[config.mk]
export PLATFORM = sky130hd
export DESIGN_NAME = uart_rx_fifo
export DESIGN_NICKNAME = d
export VERILOG_FILES = /design/src/rtl/uart_rx_fifo.sv
export SDC_FILE = /design/constraint.sdc
export NUM_CORES = 1
export LEC_CHECK = 0
export ABC_AREA = 1
export BUFFER_PORTS_ARGS = -buffer_cell sky130_fd_sc_hd__buf_4
export CORE_ASPECT_RATIO = 1.75
export CORE_UTILIZATION = 35
export CTS_CLUSTER_DIAMETER = 150
export CTS_CLUSTER_SIZE = 20
export DETAILED_ROUTE_END_ITERATION = 16
export HOLD_SLACK_MARGIN = 0.1
export PLACE_DENSITY = 0.61
export SLEW_MARGIN = 30
export SYNTH_ARGS = -nofsm -noshare
export SYNTH_HDL_FRONTEND = slang
export SYNTH_SLANG_ARGS = --single-unit
[constraint.sdc]
create_clock -name clk -period 4.8 [get_ports clk]
set_input_delay 1.44 -clock clk [delete_from_list [all_inputs] [get_ports clk]]
set_output_delay 1.44 -clock clk [all_outputs]
set_load 0.005 [all_outputs]
[src/rtl/uart_rx_fifo.sv]
// Receive-side byte buffer between the uart receiver and the CPU I/O read path.
// Circular buffer with registered pop data, a fill level and a sticky overflow flag.
module uart_rx_fifo #(
  parameter int WIDTH      = 8,
  parameter int DEPTH_BITS = 4
) (
  input  logic                  clk,
  input  logic                  reset,
  input  logic                  re,
  input  logic [WIDTH-1:0]      data_rx,
  input  logic                  rd_en,
  output logic [WIDTH-1:0]      rd_data,
  output logic                  rd_valid,
  output logic                  empty,
  output logic                  full,
  output logic [DEPTH_BITS:0]   count,
  output logic                  overflow,
  input  logic                  clear_overflow
);
  localparam int DEPTH = 1 << DEPTH_BITS;
  localparam logic [DEPTH_BITS:0]   CNT_FULL = {1'b1, {DEPTH_BITS{1'b0}}};
  localparam logic [DEPTH_BITS:0]   CNT_ONE  = {{DEPTH_BITS{1'b0}}, 1'b1};
  localparam logic [DEPTH_BITS-1:0] PTR_ONE  = {{(DEPTH_BITS-1){1'b0}}, 1'b1};

  logic [WIDTH-1:0]      mem [DEPTH];
  logic [DEPTH_BITS-1:0] wr_ptr_q, wr_ptr_d, rd_ptr_q, rd_ptr_d;
  logic [DEPTH_BITS:0]   count_q, count_d;
  logic [WIDTH-1:0]      rd_data_q, rd_data_d;
  logic                  rd_valid_q, ovf_q, ovf_d;
  logic                  empty_w, full_w, wr_accept, rd_accept;

  assign empty_w   = (count_q == '0);
  assign full_w    = (count_q == CNT_FULL);
  assign rd_accept = rd_en & ~empty_w;
  // A pop in the same cycle frees a slot, so a full buffer can still take the byte.
  assign wr_accept = re & (~full_w | rd_accept);

  always_comb begin
    wr_ptr_d  = wr_ptr_q;
    rd_ptr_d  = rd_ptr_q;
    count_d   = count_q;
    rd_data_d = rd_data_q;
    ovf_d     = ovf_q;
    if (wr_accept) wr_ptr_d = wr_ptr_q + PTR_ONE;
    if (rd_accept) begin
      rd_ptr_d  = rd_ptr_q + PTR_ONE;
      rd_data_d = mem[rd_ptr_q];
    end
    if (wr_accept && !rd_accept)      count_d = count_q + CNT_ONE;
    else if (rd_accept && !wr_accept) count_d = count_q - CNT_ONE;
    // A drop takes priority over a simultaneous clear.
    if (re && !wr_accept)   ovf_d = 1'b1;
    else if (clear_overflow) ovf_d = 1'b0;
  end

  always_ff @(posedge clk or negedge reset) begin
    if (!reset) begin
      wr_ptr_q   <= '0;
      rd_ptr_q   <= '0;
      count_q    <= '0;
      rd_data_q  <= '0;
      rd_valid_q <= 1'b0;
      ovf_q      <= 1'b0;
    end else begin
      wr_ptr_q   <= wr_ptr_d;
      rd_ptr_q   <= rd_ptr_d;
      count_q    <= count_d;
      rd_data_q  <= rd_data_d;
      rd_valid_q <= rd_accept;
      ovf_q      <= ovf_d;
    end
  end

  // Storage has no reset so it can map onto RAM; read of a full slot sees pre-write data.
  always_ff @(posedge clk) begin
    if (wr_accept) mem[wr_ptr_q] <= data_rx;
  end

  assign rd_data  = rd_data_q;
  assign rd_valid = rd_valid_q;
  assign empty    = empty_w;
  assign full     = full_w;
  assign count    = count_q;
  assign overflow = ovf_q;
endmodule

======== After elaboration in Yosys (flattened, before gate mapping) ========
Memory sizes are Yosys's and may differ from the RTL's. A register that Yosys moved wholly into a read port is not among the register bits.
Index checks and enable logic that the tools add are counted.
cells by class
  reduce and logical (&&, ||, !) cells .... 9
  add/subtract/negate cells ............... 4
  equal/unequal tests ..................... 1
  bitwise gates (word level) .............. 5
  mux-type cells .......................... 6
operators by type and width
  kind                                               count
  2-to-1 mux 5 bit                                   2
  adder 4 x 1 -> 4 bit (second input constant)       2
  adder 5 x 1 -> 5 bit (second input constant)       1
  equality test 5 bit (second input constant)        1
  logical NOT 5 bit                                  1
  subtractor 5 x 1 -> 5 bit (second input constant)  1
  2-to-1 mux 1 bit                                   4
  nonzero test 2 bit                                 2
  logical AND 1 bit                                  3
  logical NOT 1 bit                                  3
  bitwise AND 1 bit                                  2
  inverter 1 bit                                     2
  OR 1 bit                                           1
word-level totals
  RAM bits ................................ 128
  bits of input ports ..................... 13
  flip-flop bits (word level) ............. 15
  logic and storage cells ................. 31
  memories ................................ 1
memory list
  name  depth  bits a word  rd ports  clocked after Yosys merged registers in  wr ports  RTL line  RTL
  mem   16     8            1         1                                        1         25        logic [WIDTH-1:0] mem [DEPTH];

======== Depth between registers and ports, before layout ========
  word-level depth ........................ 9
  depth in mapped cells ................... 14
  gate-level depth less buffers ........... 13

======== Least setup slack after synthesis ========
Ideal clock, no wire load.
  kind .................................... input to register
  start ................................... input rd_en
  end ..................................... register count_q[4] (netlist: count[4])
  path slack .............................. 1813 ps
  arrival time ............................ 2922 ps
  stages on the path ...................... 12
  required time ........................... 4735 ps
  cells stage by stage .................... nor3_2 nor2_1 buf_4 ha_1 inv_1 fa_1 a21oi_1 nor2_1 nor2_1 xor2_1 nand2_1 nand2_1
on the way
  cells in the longest elaborated chain, start to end .. 6
  elaborated cells between the ends (all ways) .. 9
  those cells by class .................... 1 x mux; 3 x bitwise; 5 x reduce/logical
RTL lines
  element                       RTL line  RTL
  start, declared               11        input logic rd_en,
  bitwise AND 1 bit *           34        assign rd_accept = rd_en & ~empty_w;
  OR 1 bit *                    36        assign wr_accept = re & (~full_w | rd_accept);
  bitwise AND 1 bit *           36
  net wr_accept                 30        logic empty_w, full_w, wr_accept, rd_accept;
  logical NOT 1 bit             50        else if (rd_accept && !wr_accept) count_d = count_q - CNT_ONE;
  logical AND 1 bit             50
  nonzero test 2 bit (no line)  --
  end signal, assigned          67        count_q <= count_d;
  end, declared                 27        logic [DEPTH_BITS:0] count_q, count_d;
Mark *: on every way through the listed nets, which the timed path passes. The rest lies on a longest branch.
A chain may end at the register's enable or synchronous reset.

======== Worst setup path in the final report ========
  start ................................... input rd_en
  end ..................................... register count_q[4] (netlist: count[4])
on the way
  cells in the longest elaborated chain, start to end .. 6
  elaborated cells between the ends (all ways) .. 9
  those cells by class .................... 1 x mux; 3 x bitwise; 5 x reduce/logical
RTL lines
  element                       RTL line
  bitwise AND 1 bit *           34
  OR 1 bit                      36
  bitwise AND 1 bit             36
  logical NOT 1 bit             50
  logical AND 1 bit             50
  nonzero test 2 bit (no line)  --
Every way passes the cells marked *; elsewhere a longest branch is shown, timed or not.

==> impl_metrics.ini <==
[detailed_routing]
via_per_inst = 4.78
ant_nets = 0
drcViolationCount = 0
dr.pass1.iters = 5
routed_wl_um = 16600
detail_route.iter0.violations = 284
route.detailed.wl_per_inst_um = 17.6
num_vias = 4502

[global_routing]
antenna_found_initial = 0
grt_max_degree = 67
grt_use_total_pct = 18.4
gr-usage-met3_pct = 2.71
use_met1_pct = 17.6
grt_overflow = 0
grt_pass1_vias = 4691
grt_pass1_wl_um = 25800
busiest_layer = met2
use_met2_pct = 35.5

[logic_synthesis]
synthTopCellsByCount = nand2_1 (217), edfxtp_1 (128), inv_1 (112)
synthFlopType = edfxtp_1
synth-seq-cells = 151
synth_most_common_cell = nand2_1
syn_area_sq_mm = 0.00673
synthCells = 666
synthArstFlopShare_pct = 15.2
synth_edf_count = 128
yosysTopAreaCell = edfxtp_1
syn_nets = 689
synth_area_leaders = edfxtp_1 (57%), nand2_1 (12%), dfrtp_1 (8.6%)
synth_top_cell_area_share_pct = 57.1
yosysSeqAreaShare_pct = 65.7
synth_cell_types = 23
syn_area_per_cell_sq_um = 10.1
yosys_warnings = 0

[placed_design]
place_ws_ps = 1170
dp_hpwl_um = 11100
routabilityCongestion = 0.913
place_inst = 909
portBuffers = 29
placed_area_sq_mm = 0.00708

[finish]
final_cells = 941
final_nets = 713
area_growth_pct = 14.4
drive_above_1_share_pct = 9.82
n_antenna_cell = 0
stdcell_area_sq_mm = 0.00769
fillers = 1813

[pwr]
seq_power_share_pct = 38.0
clockPowerShare_pct = 29.5
p_total_uw = 4620
p_int_uw = 2920
p_leak_uw = 0.00338
power_density_mw_per_mm2 = 601
power.switching_uw = 1700
switching_share_pct = 36.8
peakVddDrop_uv = 346
combPwrFrac_pct = 32.5

[clock_tree]
cts_tree = yes
holdBufCountCts = 0
cts_buffer_depth = 2
clockRootBuffer = clkbuf_16
cts_setup_buffers = 0
path_clk_slew_ps = 60
cts_made_buffers = 17
htreeDepth = 4
clk_latency_ps = 420
cts_sinks = 151
ctsResizeCount = 0

[sta]
worst_slack_ps = 1610
tns_ps = 0
hold_violations = 0
timing.slew.headroom_pct = 49.5
worst_slew_pin_slew_ps = 754
finalCritPeriodShare_pct = 66.5
fin_crit_ps = 3190
setup_viol = 0
rsz0062_at_grt = no
skew_ps = 6.85
max_clock_freq_ghz = 0.313
slew_violations = 0

[worst_setup_path]
worst-path-stages = 12
criticalPathCategory = in2reg
critical_path.most_common_cell = nor2_1
cp_slowest_cell = nor2_1
path_buf_inv = 2
cp_max_fo = 11
arrival_ps = 3550
r2r_start = count[1]
path_delay_family = simple AND/OR/NAND/NOR gates
required_ps = 5160
cp-end-kind = flip-flop
slowest_delay_ps = 560
crit_path_cell_trace = buf_4 > nor3_2 > nor2_1 > ha_1 > inv_1 > fa_1 > a21oi_1 > nor2_1 > nor2_1 > xor2_1 > nand2_1 > nand2_1
setup.worst_path.start_class = primary input
crit_start = rd_en
r2r_cells = 13

[min_path]
holdPathStages = 2
holdCritStartpoint = rd_data[4]
min_path_type = reg2reg

[die]
dieArea_sq_mm = 0.0198
start_util_pct = 35.9
row_count = 66
io_pins = 30
fp.dieW_um = 107
die_y_um = 185
core_sq_mm = 0.0187

[job]
maxCapViolations = 0

[status]
status = finished clean
## flip-flops by register name (all words and copies together) (netlist names)
register  flops
mem         128
rd_data       8
count         5
rd_ptr_q      4
wr_ptr_q      4
overflow      1
rd_valid      1
## routing by layer
metal,up-vias,wire length (um),part of all wire (%)
met5,-,0,0
met4,0,834,5.0
met3,41,525,3.2
met2,114,9520,57
met1,2173,5690,34
li1,2174,-,-
## per-stage QoR
| stage | utilization [%] | hold slack, ps |
|---|---|---|
| after floorplan | - | 472 |
| after global placement | 37.8 | 471 |
| after detailed placement | 37.8 | 467 |
| after CTS | 41.0 | 483 |
| after global routing | 41.0 | 492 |
| final | 41.0 | 480 |
## logic make-up (layout without fill, tap and decap cells)
family	Yosys count	in the layout	share of synthesized area (%)
and+or+nand+nor	342	342	21.1
adders and majority gates	10	10	1.97
DFF	151	151	65.7
buffers and inverters	143	180	9.28
xor gates and xnor gates	8	8	1.04
AOI/OAI and AO/OA	12	12	0.949
## power by group through the flow
| stage | clock network, uW | logic [uW] | registers, uW |
|---|---|---|---|
| final | 1360 | 1500 | 1760 |
| after global routing | 1430 | 1680 | 1770 |
| after CTS | 1380 | 1520 | 1760 |
| after detailed placement | 0 | 1510 | 1780 |
| after global placement | 0 | 1500 | 1780 |
| after floorplan | 0 | 1070 | 1730 |
## path summary, 6_finish.rpt
kind                       slack [ps]     endpoint
hold / removal                    480   rd_data[4]
setup / recovery                 1610     count[4]
min in group asynchronous         920     count[2]
setup reg to reg                 2010     count[4]
hold reg to reg                   480   rd_data[4]
max in group asynchronous        3620  rd_ptr_q[0]
## cell type report
cell class | count | area, sq um | area share, %
Clock buffer | 18 | 439 | 5.71
Multi-Input combinational cell | 372 | 1680 | 21.9
Tap cell | 238 | 298 | 3.87
Timing Repair Buffer | 33 | 248 | 3.22
Sequential cell | 151 | 4420 | 57.4
Inverter | 115 | 432 | 5.61
Clock inverter | 14 | 174 | 2.26
## worst register-to-register path: cells and delay by family (launching register included)
family          cells  cell delay (ps)
simple gates        8             1100
fa+ha+maj           2              720
flops               1              470
compound gates      1              170
xor+xnor            1              150
buf+inv             1              110
## layout by cell type (no fill, tap or decap)
| master | instances |
|---|---|
| clkinv_2 | 2 |
| inv_6 | 3 |
| inv_1 | 111 |
| clkinvlp_4 | 4 |
| clkinv_1 | 2 |
| nor3_2 | 1 |
| bufinv_16 | 3 |
| a21boi_0 | 1 |
| a21oi_1 | 2 |
| clkbuf_8 | 1 |
| a31oi_1 | 1 |
| ha_1 | 9 |
| nand4_1 | 1 |
| clkinv_4 | 2 |
| nand3_1 | 100 |
| inv_2 | 2 |
| dfrtp_2 | 1 |
| o21ai_1 | 2 |
| fa_1 | 1 |
| xnor2_1 | 1 |
| xor2_1 | 7 |
| nor2_1 | 23 |
| edfxtp_1 | 128 |
| buf_4 | 33 |
| dfrtp_1 | 22 |
| clkbuf_16 | 17 |
| nand2_1 | 217 |
| o21ai_0 | 6 |
(Power assumes the default switching activity.)
